--- config.mk ---
export PLATFORM = sky130hd
export DESIGN_NAME = pipe_stage_reg
export DESIGN_NICKNAME = d
export VERILOG_FILES = /design/src/rtl/pipe_pkg.sv /design/src/rtl/pipe_entry_reg.sv /design/src/rtl/pipe_stage_reg.sv
export SDC_FILE = /design/constraint.sdc
export NUM_CORES = 1
export LEC_CHECK = 0
export CORE_ASPECT_RATIO = 2
export CORE_MARGIN = 2
export CORE_UTILIZATION = 46
export CTS_BUF_LIST = sky130_fd_sc_hd__clkbuf_4 sky130_fd_sc_hd__clkbuf_8
export DETAILED_ROUTE_END_ITERATION = 16
export PLACE_DENSITY = 0.8
export SETUP_SLACK_MARGIN = 0.1
export SLEW_MARGIN = 0
export SYNTH_ARGS = -nofsm -noshare
export SYNTH_HDL_FRONTEND = slang
export SYNTH_SLANG_ARGS = --single-unit
--- constraint.sdc ---
create_clock -name clk -period 1.7 [get_ports clk]
set_input_delay 0.34 -clock clk [delete_from_list [all_inputs] [get_ports clk]]
set_output_delay 0.34 -clock clk [all_outputs]
set_load 0.02 [all_outputs]
--- src/rtl/pipe_pkg.sv ---
`default_nettype none
// ============================================================================
// pipe_pkg : skid-mode selectors and control-bit positions shared by stages
// Rev 1.0
// ============================================================================
package pipe_pkg;

   localparam int SKID_NONE   = 0;
   localparam int SKID_TWO    = 1;

   // Bit positions inside the per-stage ctrl vector
   localparam int REGWRITE    = 0;
   localparam int MEMWRITE    = 1;
   localparam int RESULTSRC   = 2;
   localparam int RESULTSRC_W = 2;

endpackage : pipe_pkg
`default_nettype wire

--- src/rtl/pipe_entry_reg.sv ---
`default_nettype none
// ============================================================================
// pipe_entry_reg : valid+ctrl+data holding register with load enable and kill
// Rev 1.0
// ============================================================================
module pipe_entry_reg #(
   parameter int DATA_W = 32,
   parameter int CTRL_W = 8
) (
   input  logic              clk,
   input  logic              rst_n,
   input  logic              i_load,
   input  logic              i_kill,
   input  logic              i_valid,
   input  logic [CTRL_W-1:0] i_ctrl,
   input  logic [DATA_W-1:0] i_data,
   output logic              o_valid,
   output logic [CTRL_W-1:0] o_ctrl,
   output logic [DATA_W-1:0] o_data
);

   logic              r_valid;
   logic [CTRL_W-1:0] r_ctrl;
   logic [DATA_W-1:0] r_data;

   // Kill clears valid/ctrl only; the payload is left alone so a bubble keeps
   // the last data and never commits because its ctrl is zero.
   always_ff @(posedge clk or negedge rst_n) begin
      if (!rst_n) begin
         r_valid <= 1'b0;
         r_ctrl  <= '0;
         r_data  <= '0;
      end else if (i_kill) begin
         r_valid <= 1'b0;
         r_ctrl  <= '0;
      end else if (i_load) begin
         r_valid <= i_valid;
         r_ctrl  <= i_valid ? i_ctrl : '0;
         if (i_valid) begin
            r_data <= i_data;
         end
      end
   end

   assign o_valid = r_valid;
   assign o_ctrl  = r_ctrl;
   assign o_data  = r_data;

endmodule : pipe_entry_reg
`default_nettype wire

--- src/rtl/pipe_stage_reg.sv ---
`default_nettype none
// ============================================================================
// pipe_stage_reg : valid/ready pipeline register with flush, optional skid
//                  entry and saturating stall counter
// Rev 1.0
// ============================================================================
module pipe_stage_reg
   import pipe_pkg::*;
#(
   parameter int DATA_W = 32,
   parameter int CTRL_W = 8,
   parameter int SKID   = 1,
   parameter int CNT_W  = 16
) (
   input  logic              clk,
   input  logic              rst_n,
   input  logic              flush,
   input  logic              in_valid,
   output logic              in_ready,
   input  logic [CTRL_W-1:0] in_ctrl,
   input  logic [DATA_W-1:0] in_data,
   output logic              out_valid,
   input  logic              out_ready,
   output logic [CTRL_W-1:0] out_ctrl,
   output logic [DATA_W-1:0] out_data,
   output logic [CNT_W-1:0]  stall_cnt
);

   localparam logic [CNT_W-1:0] c_cnt_max = '1;

   logic              w_accept;
   logic              w_main_free;
   logic              w_main_valid_d;
   logic [CTRL_W-1:0] w_main_ctrl_d;
   logic [DATA_W-1:0] w_main_data_d;
   logic              r_skid_valid;
   logic [CTRL_W-1:0] r_skid_ctrl;
   logic [DATA_W-1:0] r_skid_data;
   logic [CNT_W-1:0]  r_stall_cnt;

   assign w_accept    = in_valid & in_ready;
   assign w_main_free = !out_valid | out_ready;

   // A waiting skid entry is always older than the current input beat.
   assign w_main_valid_d = r_skid_valid | w_accept;
   assign w_main_ctrl_d  = r_skid_valid ? r_skid_ctrl : in_ctrl;
   assign w_main_data_d  = r_skid_valid ? r_skid_data : in_data;

   pipe_entry_reg #(
      .DATA_W (DATA_W),
      .CTRL_W (CTRL_W)
   ) u_main (
      .clk     (clk),
      .rst_n   (rst_n),
      .i_load  (w_main_free),
      .i_kill  (flush),
      .i_valid (w_main_valid_d),
      .i_ctrl  (w_main_ctrl_d),
      .i_data  (w_main_data_d),
      .o_valid (out_valid),
      .o_ctrl  (out_ctrl),
      .o_data  (out_data)
   );

   generate
      if (SKID != SKID_NONE) begin : g_skid
         logic w_skid_load;

         // Refill when draining into main, or catch a beat while main is stuck
         assign w_skid_load = w_main_free ? r_skid_valid : w_accept;
         assign in_ready    = !r_skid_valid;

         pipe_entry_reg #(
            .DATA_W (DATA_W),
            .CTRL_W (CTRL_W)
         ) u_skid (
            .clk     (clk),
            .rst_n   (rst_n),
            .i_load  (w_skid_load),
            .i_kill  (flush),
            .i_valid (w_accept),
            .i_ctrl  (in_ctrl),
            .i_data  (in_data),
            .o_valid (r_skid_valid),
            .o_ctrl  (r_skid_ctrl),
            .o_data  (r_skid_data)
         );
      end else begin : g_no_skid
         assign r_skid_valid = 1'b0;
         assign r_skid_ctrl  = '0;
         assign r_skid_data  = '0;
         assign in_ready     = w_main_free;
      end
   endgenerate

   always_ff @(posedge clk or negedge rst_n) begin
      if (!rst_n) begin
         r_stall_cnt <= '0;
      end else if (out_valid && !out_ready && (r_stall_cnt != c_cnt_max)) begin
         r_stall_cnt <= r_stall_cnt + 1'b1;
      end
   end

   assign stall_cnt = r_stall_cnt;

endmodule : pipe_stage_reg
`default_nettype wire
======== Word level (Yosys, flattened, before mapping) ========
Index checks and enable logic that the tools add are counted.
operators by class
  equal/unequal tests ..................... 1
  $add $sub $neg .......................... 1
  reduce and logical (&&, ||, !) cells .... 9
  multiplexer cells ....................... 13
  bitwise logic cells ..................... 4
operator list
  cell                   count
  $mux 8                 7
  $mux 32                1
  $add 16x1->16 const B  1
  $ne 16x16->1 const B   1
  $reduce_and 3->1       2
  $mux 1                 5
  $reduce_bool 2->1      2
  $logic_not 1->1        3
  $logic_and 1x1->1      2
  $or 1x1->1             2
  $and 1x1->1            1
  $not 1->1              1
storage, ports and cells
  output and inout port bits .............. 58
  bits in registers ....................... 98
  input bits .............................. 45
  word-level logic and storage cells ...... 35

======== Depth between registers and ports, before layout ========
Gate-level depths: netlist of the first run.
  depth after elaboration ................. 6
  gate-level depth with buffers ........... 6
  depth with buffers taken out ............ 5

======== Modules after synthesis ========
From an unflattened synthesis of the first run, not the netlist that was laid out.
second synthesis, totals
  cell total of the unflattened synthesis .. 336
  area total of the unflattened synthesis .. 4,773.3 um^2
modules (own cells, without submodules)
  module          cells an instance  seq. area each (um^2)  times used  area each (um^2)
  pipe_entry_reg  107                1,026.0                2           1,722.9
  pipe_stage_reg  122                400.4                  1           1,327.5

======== Worst setup path after synthesis of the first run ========
OpenSTA, ideal clock, no wires.
  path kind ............................... reg2reg
  start ................................... register r_stall_cnt[0], in the netlist stall_cnt[0]
  end ..................................... register r_stall_cnt[14], in the netlist stall_cnt[14]
  buffers on the path ..................... 0
  stages on the path, launching flop included .. 6
  setup slack ............................. -99 ps
  data arrival time ....................... 1,667 ps
  clock period less this slack ............ 1,799 ps
  required time ........................... 1,568 ps
  library setup time ...................... 132 ps
  cells stage by stage .................... dfrtp_1 -> ha_1 -> nand4_1 -> o41a_1 -> and4bb_2 -> xor2_1
between the ends
  cells in the longest elaborated chain, start to end .. 2
  elaborated cells between the ends (all ways) .. 3
  those cells by class .................... add/sub: 1; eq/ne: 1; reduce/logical: 1
ends and longest elaborated chain
  item                                                   RTL line               source
  from (decl)                                            pipe_stage_reg.sv:39   logic [CNT_W-1:0] r_stall_cnt;
  from (signal assigned)                                 pipe_stage_reg.sv:100  r_stall_cnt <= r_stall_cnt + 1'b1;
  branches (longest 2 deep; another with $add 16x1->16)  n/a
Several ways; the timed one is not identified.
A chain may end at the register's enable or synchronous reset.

======== Final worst setup path of the first run ========
  start ................................... register r_stall_cnt[9], in the netlist stall_cnt[9]
  end ..................................... register r_stall_cnt[1], in the netlist stall_cnt[1]
between the ends
  cells in the longest elaborated chain, start to end .. 2
ends and longest elaborated chain
  item               RTL line              source
  $ne 16x16->1       pipe_stage_reg.sv:99  end else if (out_valid && !out_ready && (r_stall_cnt != c_cnt_max)) begin
  $logic_and 1x1->1  pipe_stage_reg.sv:99
No other way between the ends.

==> summary.txt, run 1 <==
Cells and area
  • Finished Cell Area: 5800 um^2
  • Storage element area: around 2500 um^2
  • Antenna Cells: 0
  • NumNets Final: about 520
  • Most frequent cells in the layout: 89 x dfrtp_1, 54 x dlygate4sd2_1, 44 x nor2_1
  • Multi-input gate area: 1640 um^2
  • Layout fillers: 713
  • Most common cell after layout, fill and taps aside: dfrtp_1
  • Area growth from synthesis to layout: 39.8%
  • Layout cells sized above 1: 23.7%
  • Non-Filler Instances: 579

GRT
  • Global-route wire length before repair: 15800 um
  • Vias in the first global route: 3218
  • GRT Resource Usage Total: 20.5%
  • Initial antenna violation count: 0
  • Total grt overflow: 0
  • Largest net degree at the start of global routing: 65

Floorplanning
  • Die W: 71.2 um
  • Core ar.: 8890 um^2
  • Row count: 49
  • Io pins: slightly above 100
  • DIE AREA: 9850 um^2
  • DIE HEIGHT: 138 um
  • Starting density of the core: 46.7%

Synthesis
  • Gate Count Post-Synth: 339
  • Synthesized area per cell: 12.2 um^2
  • Syn Nets: roughly 390
  • Top_reg_cell synth: dfrtp_1
  • Post-synth EDFFs: 0
  • Syn Std Cell Area: roughly 4200 um^2
  • Asr flop ratio synth: 100%
  • Cell variety after synth: 31
  • Register bit total from synthesis: 98
  • Synth Warn #: 0
  • Register area share after synthesis: between 50 and 60%

Pwr
  • Switch share: 31.0%
  • Net switching power figure: 1790 uW
  • Combinational Power Share: 24.8%
  • Leak: between 0.002 and 0.003 uW
  • Int Pwr: a little under 4000 uW
  • Sequential share of power: about 52%
  • Pwr/cell area: between 900 and 1000 nW/um^2
  • Total chip power: 5770 uW
  • Clock power share: between 20% and 30%
  • VDD IR max: 0.000767 V

Routing
  • Iteration-0 DRC Markers: roughly 130
  • Vias: ~3200
  • Mean routed wirelength per cell: around 18 um
  • TritonRoute pass-1 iters: 7
  • Final ANT Viol Nets: 0
  • DRC: 0
  • Via/cell ratio: 5.50
  • Routed wire length: 10400 um

Setup path
  • Slowest CP cell: o41a_1
  • CP required: just under 2000 ps
  • Crit path max fanout: 6
  • Worst R2R Setup Slack: around 50 ps
  • R2R Path End: stall_cnt[1]
  • Max stage delay on crit path: 540 ps
  • Reg2reg start: stall_cnt[9]
  • Worst setup SP type: flop
  • Reg2Reg Depth: 4
  • WS Path Type: flop to flop
  • Worst setup EP type: flop
  • Worst EP arrival: between 1500 and 2000 ps
  • Critical path, cell by cell: nand4_1 > o41a_1 > buf_4 > mux2_2

STA
  • RSZ-0062 raised after global routing: true
  • Maximum clock rate: 606 MHz
  • Crit share post-route: a little over nine tenths
  • Slew Limit Fails: 0
  • Min Tclk post-route: about 1600 ps
  • Final setup vio count: 0
  • Slew margin rel.: between 70% and 80%
  • Clock Skew: 8.97 ps
  • Hold Vio Cnt, Final: 0
  • Hold WS: approximately 460 ps
  • Actual transition at the worst max-transition pin: about 390 ps

Place
  • PortBufs: 102
  • RePlAce Congestion: roughly 0.84
  • Post-DP Area: 5450 um^2
  • DP HPWL: roughly 7000 um
  • Dpl cells: between 500 and 600

Clocking
  • Clock Root Buffer: clkbuf_8
  • H-tree level count: 3
  • CTS tree: done
  • Clk buf depth: 2
  • Reg clk slew, reported paths: 100 ps
  • Clk Latency, worst-skew pair: 360 ps
  • CTS buffer count: 9
  • CTS Sinks: 98

Flow run
  • Number of max-cap violations: 0

Worst hold path
  • Worst Hold Class: input port to async pin

Outcome
  • Outcome: finished, final reports clean
worst max path at each step:
stage	from	endpoint	slack, ps	depth (start not counted)
finish	stall_cnt[9]	stall_cnt[1]	50	4
global route	stall_cnt[7]	stall_cnt[14]	30	4
CTS	stall_cnt[1]	stall_cnt[12]	70	5
detailed placement	out_ready	g_skid.u_skid.o_ctrl[5]	-290	6
global placement	out_ready	g_skid.u_skid.o_data[19]	-230	5
floorplan	stall_cnt[8]	stall_cnt[14]	100	4
layer usage:
layer / up-vias / wire [um] / share of wire, % / track usage [%]
met2: 101 / 5680 / 54 / 35.2
li1: 1475 / - / - / -
met4: 0 / 380 / 3.6 / 10.8
met1: 1585 / 3950 / 38 / 23.8
met5: - / 0 / 0 / 0
met3: 26 / 429 / 4.1 / 3.57
cell usage after synthesis (3+ instances only):
master    instances  area [um^2]
buf_1             3         11.3
xnor2_1          11         96.3
a221oi_1          8         70.1
dfrtp_1          98         2450
nand4_1           9         56.3
nand2_1           6         22.5
xor2_1            3         26.3
nand2b_1          3         18.8
nor2_1           44          165
mux2i_1          32          320
buf_2            14         70.1
nor3_1           11         55.1
a21oi_1          33          165
mux2_2           32          360
nand3_1           3         15.0
a22o_1            8         70.1
final cells by class:
class,instances,share of cell area [%]
clock buffers,9,2.13
clock inverters,7,0.798
inverters,2,0.129
multi-input cells,218,28.3
flip-flops and latches,98,42.5
well taps,102,2.20
repair buffers,143,24.0
flip-flops by register name, indices dropped and copies added (netlist names):
register / count
u_main.o_valid: 1
u_main.o_data: 32
g_skid.u_skid.o_data: 32
u_main.o_ctrl: 8
g_skid.u_skid.o_ctrl: 8
stall_cnt: 16
g_skid.u_skid.o_valid: 1
logic make-up (layout without fill, tap and decap cells):
kind of cell,after synthesis,count (layout),share of synthesized area (%)
buf+inv,23,161,2.71
flops,98,98,59.1
fa+ha+maj,1,1,0.301
mux,66,66,16.9
compound gates,51,51,7.93
simple gates,86,86,10.1
xor+xnor,14,14,2.95
power by group through the flow:
stage               clock, uW  combinational, uW  sequential [uW]
floorplan                   0                503             3240
detailed placement          0               1470             3060
finish                   1330               1430             3000
global placement            0               1430             3030
CTS                      1380               1360             3000
global route             1480               1550             3050
worst max-delay path: cells and delay by family, from the launching register on:
family | cells | cell delay [ps]
flip-flops | 1 | 420
multiplexers | 1 | 250
AND/OR/NAND/NOR | 1 | 160
AO/OA/AOI/OAI | 1 | 540
buffers and inverters | 1 | 180
repair_timing:
action                                  in CTS  in global routing
pin swaps                                    0                  7
hold endpoints to repair                    27                  0
gates cloned                                 0                  4
endpoints found under the setup margin      64                 67
resized for setup                           61                 15
hold buffers                                 1                  0
buffers inserted                             2                 10
stage by stage:
| stage | utilization, % | TNS (ps) | setup slack [ps] |
|---|---|---|---|
| after floorplan | - | 0 | 101 |
| after global placement | 61.3 | -12710 | -234 |
| after detailed placement | 61.3 | -15640 | -289 |
| after CTS | 62.7 | 0 | 71.6 |
| after global routing | 65.3 | 0 | 33.1 |
| final | 65.3 | 0 | 51.1 |
(Power assumes the default switching activity.)
==> run 2, diff against run 1 <==
CORE_UTILIZATION = 40   (was 46)
PLACE_DENSITY = 0.72   (was 0.8)
==> summary.txt, run 2 (synthesis gave the netlist of run 1 again) <==
Routing
  • Routed wire length: about 10000 um
  • Final ANT Viol Nets: 0
  • TritonRoute pass-1 iters: 4
  • Iteration-0 DRC Markers: 49
  • DRC: 0
  • Via/cell ratio: 5.05
  • Mean routed wirelength per cell: roughly 16 um
  • Vias: a little over 3000

STA
  • Crit share post-route: a little over nine tenths
  • RSZ-0062 raised after global routing: true
  • Min Tclk post-route: between 1500 and 2000 ps
  • Clock Skew: 9.32 ps
  • Slew Limit Fails: 0
  • Actual transition at the worst max-transition pin: around 560 ps
  • Final setup vio count: 0
  • Slew margin rel.: 63.0%
  • Hold WS: ~440 ps
  • Setup TNS Final: 0 ps
  • Maximum clock rate: around 600 MHz
  • Hold Vio Cnt, Final: 0

Setup path
  • Crit path max fanout: 6
  • CP required: 1950 ps
  • Max stage delay on crit path: 570 ps
  • Worst setup EP type: flop
  • Worst setup SP type: flop
  • Critical path, cell by cell: nand4_1 > o41a_1 > and4bb_2 > xor2_1
  • WS Path Type: flop to flop
  • Slowest CP cell: o41a_1
  • Worst EP arrival: 1900 ps

GRT
  • Initial antenna violation count: 0
  • Global-route wire length before repair: 16300 um
  • GRT Resource Usage Total: between 10% and 20%
  • Vias in the first global route: between 3000 and 4000
  • Largest net degree at the start of global routing: 37
  • Total grt overflow: 0

Cells and area
  • Most frequent cells in the layout: 90 x dfrtp_1, 49 x dlygate4sd2_1, 44 x nor2_1
  • Area growth from synthesis to layout: 42.1%
  • Antenna Cells: 0
  • Core Util, Final: just under 60%
  • Layout cells sized above 1: 24.0%
  • Most common cell after layout, fill and taps aside: dfrtp_1
  • NumNets Final: 520

Pwr
  • Leak: 0.00254 uW
  • Pwr/cell area: 1020 nW/um^2
  • Total chip power: 6040 uW
  • VDD IR max: 0.000877 V

Clocking
  • CTS Sinks: around 100
  • CTS buffer count: 9
  • Clk buf depth: 2
  • Reg clk slew, reported paths: 90 ps
  • Clock Root Buffer: clkbuf_8
  • H-tree level count: 3
  • Clk Latency, worst-skew pair: 360 ps
  • CTS tree: done

Floorplanning
  • DIE AREA: 11300 um^2
  • Row count: 52
  • Die W: between 70 and 80 um
  • Io pins: roughly 100
  • Starting density of the core: 41.2%
  • Core ar.: 10100 um^2
  • DIE HEIGHT: 148 um

Worst hold path
  • Worst Hold Class: input port to async pin

Place
  • PortBufs: between 100 and 150
  • RePlAce Congestion: 0.777
  • DP HPWL: 7220 um

Outcome
  • Outcome: finished, final reports clean

Flow run
  • Number of max-cap violations: 0
==> run 2: cell count changes in the layout (fill, tap and decap cells not counted), sizes merged <==
cell and delta:
buf +3, clkinvlp -2, bufinv +2, dlygate4sd2 -5, clkinv -2, clkdlybuf4s15 +3, clkbuf +3
==> run 2: critical path: cells and delay by family, from the launching register on <==
family | cells | cell delay, ps
AO/OA/AOI/OAI | 1 | 570
XOR/XNOR | 1 | 140
AND/OR/NAND/NOR | 2 | 460
flip-flops | 1 | 370
==> run 2: power breakdown <==
part / internal, uW / total, uW / switching (uW)
sequential: 2730 / 2980 / 253
clock: 881 / 1660 / 775
combinational: 699 / 1400 / 704
total: 4310 / 6040 / 1730
==> run 2: cell type report <==
type	instances	area, um^2
Clock buffer	11	145
Clock inverter	5	77.6
Fill cell	875	4180
Inverter	2	7.51
Multi-Input combinational cell	218	1640
Sequential cell	98	2460
Tap cell	135	169
Timing Repair Buffer	145	1400
==> run 2: timing repair <==
action	4_1_cts	5_1_grt
gates cloned	0	2
hold endpoints to repair	28	0
endpoints found under the setup margin	75	68
hold buffers	1	0
setup buffers	2	5
pin swaps	4	15
gates resized for setup	64	17
==> run 2: metrics by stage <==
step,area [um^2],std cells,setup WS (ps)
floorplan,4170,339,101
global placement,5590,588,-243
detailed placement,5590,588,-316
CTS,5790,607,35.5
global route,5900,614,4.28
finish,5900,614,54.7
==> run 2: final timing paths <==
kind | from | end | slack, ps | cells after the start
worst max-delay path | stall_cnt[9] | stall_cnt[14] | 50 | 4
worst min-delay path | rst_n | u_main.o_data[5] | 440 | 2
worst max register to register | stall_cnt[9] | stall_cnt[14] | 50 | 4
worst min register to register | g_skid.u_skid.o_data[12] | g_skid.u_skid.o_data[12] | 500 | 1
max in group asynchronous | rst_n | stall_cnt[5] | 690 | 3
min in group clk | g_skid.u_skid.o_data[12] | g_skid.u_skid.o_data[12] | 500 | 1
==> run 2: routing by layer <==
layer / wire length, um / GRT usage (%)
met5: 0 / 0
met4: 379 / 9.55
met3: 353 / 4.00
met1: 3790 / 19.3
met2: 5600 / 34.2
